===== config.mk =====
export PLATFORM = sky130hd
export DESIGN_NAME = rgmii_rx_frame
export DESIGN_NICKNAME = d
export VERILOG_FILES = /design/src/rtl/rgmii_rx_frame.sv
export SDC_FILE = /design/constraint.sdc
export NUM_CORES = 1
export LEC_CHECK = 0
export CAP_MARGIN = 20
export CELL_PAD_IN_SITES_DETAIL_PLACEMENT = 0
export CELL_PAD_IN_SITES_GLOBAL_PLACEMENT = 1
export CORE_MARGIN = 5
export CORE_UTILIZATION = 42
export CTS_CLUSTER_DIAMETER = 200
export DETAILED_ROUTE_END_ITERATION = 7
export GPL_TIMING_DRIVEN = 0
export PLACE_DENSITY_LB_ADDON = 0.2
export SYNTH_ARGS = -nofsm -noshare
export SYNTH_HDL_FRONTEND = slang
export SYNTH_SLANG_ARGS = --single-unit

===== constraint.sdc =====
create_clock -name clk -period 5.4 [get_ports clk]
set_input_delay 1.08 -clock clk [delete_from_list [all_inputs] [get_ports clk]]
set_output_delay 1.08 -clock clk [all_outputs]
set_load 0.05 [all_outputs]

===== src/rtl/rgmii_rx_frame.sv =====
// Ethernet receive framer behind the RGMII DDR demux: strips preamble/SFD, checks FCS,
// and streams payload bytes with sof/eof/err/len at a fixed 6-cycle latency.
module rgmii_rx_frame #(
    parameter int unsigned MIN_LEN = 60,
    parameter int unsigned MAX_LEN = 1514
) (
    input  logic        clk,
    input  logic        reset,
    input  logic [7:0]  rx_data,
    input  logic [1:0]  rx_ctl,
    output logic [7:0]  m_data,
    output logic        m_valid,
    output logic        m_sof,
    output logic        m_eof,
    output logic        m_err,
    output logic [13:0] m_len,
    output logic [15:0] frames_ok,
    output logic [15:0] frames_bad
);

    localparam logic [7:0]  PRE_BYTE  = 8'h55;
    localparam logic [7:0]  SFD_BYTE  = 8'hD5;
    localparam logic [31:0] CRC_POLY  = 32'hEDB88320;
    localparam logic [31:0] CRC_RES   = 32'hDEBB20E3;
    localparam logic [15:0] FCS_BYTES = 16'd4;
    localparam logic [15:0] DLY_BYTES = 16'd5;

    typedef enum logic [2:0] {
        WAIT_IDLE,
        IDLE,
        PREAMBLE,
        DATA,
        DROP
    } state_t;

    state_t          state;
    logic [4:0][7:0] dline;
    logic [31:0]     crc;
    logic [15:0]     cnt;
    logic            sticky_er;
    logic            rx_dv;
    logic            rx_er;
    logic [15:0]     plen;
    logic            frame_err;

    assign rx_dv = rx_ctl[0];
    assign rx_er = rx_ctl[0] ^ rx_ctl[1];
    assign plen  = cnt - FCS_BYTES;
    assign frame_err = (crc != CRC_RES) || sticky_er ||
                       (plen < 16'(MIN_LEN)) || (plen > 16'(MAX_LEN));

    // Reflected CRC-32, one byte, LSB first
    function automatic logic [31:0] crc_byte(input logic [31:0] c, input logic [7:0] d);
        logic [31:0] r;
        r = c;
        for (int i = 0; i < 8; i++) begin
            r = (r[0] ^ d[i]) ? ((r >> 1) ^ CRC_POLY) : (r >> 1);
        end
        return r;
    endfunction

    function automatic logic [15:0] sat_inc(input logic [15:0] v);
        return (v == 16'hFFFF) ? v : v + 16'd1;
    endfunction

    always_ff @(posedge clk or posedge reset) begin
        if (reset) begin
            state      <= WAIT_IDLE;
            dline      <= '0;
            crc        <= '0;
            cnt        <= '0;
            sticky_er  <= 1'b0;
            m_data     <= '0;
            m_valid    <= 1'b0;
            m_sof      <= 1'b0;
            m_eof      <= 1'b0;
            m_err      <= 1'b0;
            m_len      <= '0;
            frames_ok  <= '0;
            frames_bad <= '0;
        end else begin
            m_valid <= 1'b0;
            m_sof   <= 1'b0;
            m_eof   <= 1'b0;
            m_err   <= 1'b0;
            m_len   <= '0;
            case (state)
                WAIT_IDLE: begin
                    if (!rx_dv) state <= IDLE;
                end
                IDLE: begin
                    if (rx_dv) begin
                        if (rx_er) begin
                            state <= DROP;
                        end else if (rx_data == PRE_BYTE) begin
                            state <= PREAMBLE;
                        end else if (rx_data == SFD_BYTE) begin
                            state     <= DATA;
                            crc       <= 32'hFFFFFFFF;
                            cnt       <= '0;
                            sticky_er <= 1'b0;
                        end else begin
                            state <= DROP;
                        end
                    end
                end
                PREAMBLE: begin
                    if (!rx_dv) begin
                        state      <= IDLE;
                        frames_bad <= sat_inc(frames_bad);
                    end else if (rx_er || (rx_data != PRE_BYTE && rx_data != SFD_BYTE)) begin
                        state      <= DROP;
                        frames_bad <= sat_inc(frames_bad);
                    end else if (rx_data == SFD_BYTE) begin
                        state     <= DATA;
                        crc       <= 32'hFFFFFFFF;
                        cnt       <= '0;
                        sticky_er <= 1'b0;
                    end
                end
                DATA: begin
                    if (rx_dv) begin
                        // Oldest byte leaves only once 5 younger bytes exist, hiding the FCS
                        dline <= {dline[3:0], rx_data};
                        crc   <= crc_byte(crc, rx_data);
                        cnt   <= sat_inc(cnt);
                        if (rx_er) sticky_er <= 1'b1;
                        if (cnt >= DLY_BYTES) begin
                            m_valid <= 1'b1;
                            m_data  <= dline[4];
                            m_sof   <= (cnt == DLY_BYTES);
                        end
                    end else begin
                        state <= IDLE;
                        if (cnt >= DLY_BYTES) begin
                            m_valid <= 1'b1;
                            m_data  <= dline[4];
                            m_sof   <= (cnt == DLY_BYTES);
                            m_eof   <= 1'b1;
                            m_err   <= frame_err;
                            m_len   <= (plen > 16'd16383) ? 14'h3FFF : plen[13:0];
                            if (frame_err) frames_bad <= sat_inc(frames_bad);
                            else           frames_ok  <= sat_inc(frames_ok);
                        end else begin
                            frames_bad <= sat_inc(frames_bad);
                        end
                    end
                end
                DROP: begin
                    if (!rx_dv) state <= IDLE;
                end
                default: state <= WAIT_IDLE;
            endcase
        end
    end

endmodule

After elaboration in Yosys (flattened, before gate mapping)
Index checks and enable logic that the tools add are counted.
{"block": "word_totals", "regBits": 150, "in_bits": 12, "output_inout_bits": 58, "word_cells": 151}
{"block": "op_classes", "add_sub_neg": 4, "order_cmp": 4, "eq_ne": 26, "muxes": 63, "bitwise_logic": 20, "reduce_logical": 17}
{"operator": "$mux 32", "n": 15}
{"operator": "$mux 16", "n": 14}
{"operator": "$not 13->14", "n": 8}
{"operator": "$pmux 32 s3", "n": 1}
{"operator": "$mux 14", "n": 4}
{"operator": "$add 16x1->16 const B", "n": 3}
{"operator": "$eq 16x16->1 const B", "n": 3}
{"operator": "$pmux 16 s3", "n": 1}
{"operator": "$ne 32x32->1 const B", "n": 1}
{"operator": "$pmux 16 s2", "n": 1}
{"operator": "$mux 3", "n": 8}
{"operator": "$ne 2x2->1 const B", "n": 10}
{"operator": "$mux 1", "n": 17}
{"operator": "$eq 16x3->1 const B", "n": 1}
{"operator": "$ge 16x3->1 const B", "n": 1}
{"operator": "$gt 16x11->1 const B", "n": 1}
{"operator": "$gt 16x14->1 const B", "n": 1}
{"operator": "$lt 16x6->1 const B", "n": 1}
{"operator": "$reduce_and 8->1", "n": 2}
{"operator": "$sub 16x3->16 const B", "n": 1}
{"operator": "$pmux 3 s3", "n": 1}
{"operator": "$xor 1x1->1", "n": 9}
{"operator": "$eq 8x7->1 const B", "n": 1}
{"operator": "$eq 8x8->1 const B", "n": 1}
{"operator": "20 further kinds", "n": 28}

Longest topological paths before layout
{"block": "depth", "word_depth": 18, "mapped_depth": 13, "depth_no_buf": 11}

Worst setup path before layout
OpenSTA, ideal clock, no wires.
{"block": "synth_timing", "kind": "input -> register", "startpoint": "in rx_data[3]", "endpoint": "reg crc[31]", "setup_time_ns": 0.083, "arrival_time_ns": 2.900, "t_required_ns": 5.317, "slack_ns": 2.418, "path_stages": 8, "path_buffers": 2, "cell_sequence": "nor4bb_1 -> and4_1 -> a31oi_1 -> a21oi_1 -> clkbuf_1 -> buf_1 -> nor2_1 -> a31oi_1"}
{"block": "synth_via", "elab_chain_cells": 6, "word_cells_on_any_way": 16, "cone_classes": "eq/ne: 6; mux: 7; reduce/logical: 3"}
{"element": "start: declaration", "line": "9", "text": "input logic [7:0] rx_data,"}
{"element": "$eq 8x8->1", "line": "97, 114"}
{"element": "$mux 32 (4 in series)"}
{"element": "$pmux 32 s3"}
{"element": "end signal: assignment", "line": "125", "text": "crc <= crc_byte(crc, rx_data);"}
{"element": "end: declaration", "line": "38", "text": "logic [31:0] crc;"}
Several ways; a longest one is shown, not always the timed one. The select of a mux whose other input is x is not followed.
A chain may end at the register's enable or synchronous reset.

Worst setup path after layout
{"block": "layout_timing", "startpoint": "in rx_data[6]", "endpoint": "reg crc[27]"}
The elaborated chain is that of the path after synthesis.

==> impl_metrics.yaml <==
outcome:
  status: "finished clean"
finish:
  antenna_cells: 0
  final_cell_count_no_fill: 997
  syn2layout_area_growth_pct: 21.5
  drive_above_1_share_pct: 14.6
  fillers: 1580
  multi_input_area_sq_um: 3560
  ff_latch_area_sq_um: 3750
  nets: 777
  fin_area_sq_um: 9160
route:
  drt-initial-drc-count: 282
  viasPerCell: 5.37
  remaining_drc_errors: 0
  ant_nets: 0
  wl_per_cell_microns: 17.1
  vias: 5353
  drt_wl_total_mm: 17.0
  firstDrtPassIters: 4
placement:
  placement.cell_area_sq_um: 8550
  place.gp.congestion: 0.895
  io_buffers: 69
  hpwl_mm: 12.3
  dp.cells: 965
clock_network:
  clk_latency_ns: 0.43
  cts-root-buf: "clkbuf_16"
  cts.clk_slew.worst_paths_ns: 0.06
  cts.sinks: 150
  htreeDepth: 4
  clockBufferDepth: 2
  cts_resized: 0
  cts_tree: "done"
  cts_buffers: 17
  post_cts_buffers: 0
  cts_hold_buf: 0
global_route:
  grt-busiest-layer: "met2"
  met3_usage_pct: 3.53
  antenna_found_initial: 0
  grt_max_degree: 88
  grt_use_met2_pct: 27.8
  grtUsageTotal_pct: 17.3
  use_met1_pct: 23.5
  grt_pass1_vias: 5387
  grt-ovfl-total: 0
  grt_pass1_wl_mm: 28.2
worst_setup_path:
  cp-end-kind: "register"
  crit-reg2reg-launch: "cnt[2]$_DFFE_PP0P_"
  r2r_cells: 11
  critPathArrivalTime_ns: 4.13
  rrSetupSlack_ns: 1.91
  path_class: "in -> reg"
  cp-start-kind: "input port"
  cp_max_fo: 10
  timing.rr.end: "frames_bad[1]$_DFFE_PP0P_"
  cp.required_ns: 5.67
synth:
  synth_top_flop_cell: "dfrtp_1"
  ys_seq_elements: 150
  yosys.area_share.simple_pct: 14.7
  synth_xor_xnor_area_share_pct: 14.7
  synthAdderAreaFrac_pct: 1.66
  ys_top_cells_by_area: "dfrtp_1 50%, xnor2_1 12%, mux2_2 7.3%, o22a_1 3.0%, xor2_1 2.8%"
  ys_warn_count: 0
  synth_cells: 665
  netlist_area_sq_um: 7530
  synth-async-reset-ratio_pct: 100
  ys_seq_area_share_pct: 49.8
  synth_edf_count: 0
  synth_top_family_by_area: "XOR/XNOR gates"
  synth_mux_area_share_pct: 7.47
  synth_compound_area_share_pct: 8.68
  synth_top_area_share_pct: 49.8
  syn-num-nets: 687
  yosysUniqueCellTypes: 63
  syn_area_per_cell_sq_um: 11.3
  synth_top_area_cell: "dfrtp_1"
min_path:
  hp-class: "reg -> reg"
  min_path_cells: 1
  hold_start: "frames_bad[8]$_DFFE_PP0P_"
  min_to: "frames_bad[8]$_DFFE_PP0P_"
floorplanning:
  initial_core_util_pct: 42.2
  die_x_microns: 144
  design.core.area_sq_um: 17800
  die_h_microns: 144
  ios: 70
  die-area_sq_um: 20700
  rows: 49
power_and_ir_drop:
  leakagePower_nw: 4.01
  powerDensity_nw_per_um2: 292
  ir_drop_mv: 0.255
timing:
  rsz0062_at_grt: "no"
  worstMarginPinSlew_ns: 1.05
  max_freq_mhz: 259
  final-hold-violation-count: 0
  skew_ns: 0.0131
  final-setup-viol-count: 0
  post-route-period-util_pct: 71.6
  maxSlewViolCount: 0
  relSlewSlack_pct: 29.3
  fin_crit_ns: 3.86
job:
  max-cap-violations: 0
worst max-delay path, stage by stage:
cell and delay [ns]:
clkdlybuf4s50_1 0.55, nor4bb_1 0.52, and4_1 0.33, a31oi_1 0.13, a21oi_1 0.55, clkbuf_1 0.42
buf_1 0.38, a31oi_1 0.16
per-layer routing:
layer	vias to the layer above	wire, microns
li1	2539	-
met1	2675	7830
met2	121	8180
met3	18	822
met4	0	206
met5	-	0
cell type report:
type / instances / area share (%)
Tap cell: 229 / 3.13
Sequential cell: 150 / 41.0
Clock buffer: 17 / 4.65
Multi-Input combinational cell: 464 / 38.9
Buffer: 36 / 1.79
Inverter: 15 / 0.669
Timing Repair Buffer: 71 / 7.92
Clock inverter: 15 / 1.97
cell usage after synthesis (3+ instances only):
cell	number
nand3_1	18
o21a_1	3
nor4_1	4
nand2b_1	3
nand3_2	8
o21ai_0	12
xnor2_1	101
ha_1	10
and3_1	18
dfrtp_1	150
o22a_1	26
and4_1	7
buf_1	8
nand4b_1	5
mux2_2	49
nand4_1	18
clkbuf_1	22
nor3_1	7
and2_1	4
a31oi_1	11
inv_1	15
a21oi_1	22
xor2_1	24
nand2_1	33
buf_6	3
or4_1	3
nor2_1	33
registers in the layout, indices dropped and copies added (netlist names), 3 cells and up:
| signal | cells |
|---|---|
| crc | 32 |
| m_data | 8 |
| m_len | 14 |
| frames_ok | 16 |
| frames_bad | 16 |
| cnt | 16 |
| dline | 40 |
| state | 3 |
power breakdown:
part,internal [mW],switching (mW)
registers,1.14,0.0163
logic,0.137,0.165
clock network,0.703,0.515
cells by family after synthesis:
group	count (synthesis)
AO/OA/AOI/OAI	92
adder cells (fa/ha/maj)	10
multiplexers	50
AND/OR/NAND/NOR	186
buffers and inverters	51
flip-flops	150
XOR/XNOR	126
worst max-delay path by stage:
stage | startpoint | end | slack, ns | depth (start not counted)
floorplan | reset | cnt[0]$_DFFE_PP0P_ | 0.28 | 1
CTS | rx_data[6] | cnt[7]$_DFFE_PP0P_ | 1.52 | 8
detailed placement | rx_data[6] | cnt[7]$_DFFE_PP0P_ | 1.11 | 8
finish | rx_data[6] | crc[27]$_DFFE_PP0P_ | 1.54 | 8
global route | rx_data[6] | crc[27]$_DFFE_PP0P_ | 1.29 | 8
global placement | reset | frames_ok[11]$_DFFE_PP0P_ | -1.71 | 2
cells in the final DEF, fill, tap and decap left out, types with 17 or more instances in the layout:
cell type        netlist  layout
clkbuf_16              0      17
and3_1                18      18
nor2_1                33      33
clkdlybuf4s50_1        0      69
nand4_1               18      18
xor2_1                24      24
nand3_1               18      18
nand2_1               33      33
dfrtp_1              150     150
mux2_2                49      49
o22a_1                26      26
clkbuf_1              22      22
a21oi_1               22      22
xnor2_1              101     101
metrics by stage:
| step | setup TNS, ns | setup WS [ns] | hold slack (ns) | util (%) | power (mW) |
|---|---|---|---|---|---|
| floorplan | 0 | 0.284 | 0.474 | - | 1.41 |
| global placement | -253.65 | -1.71 | 0.477 | 47.7 | 1.47 |
| detailed placement | 0 | 1.11 | 0.488 | 47.9 | 1.48 |
| CTS | 0 | 1.52 | 0.497 | 51.3 | 2.71 |
| global route | 0 | 1.29 | 0.503 | 51.3 | 2.79 |
| finish | 0 | 1.54 | 0.492 | 51.3 | 2.67 |
Power figures use the tool's default switching activity.
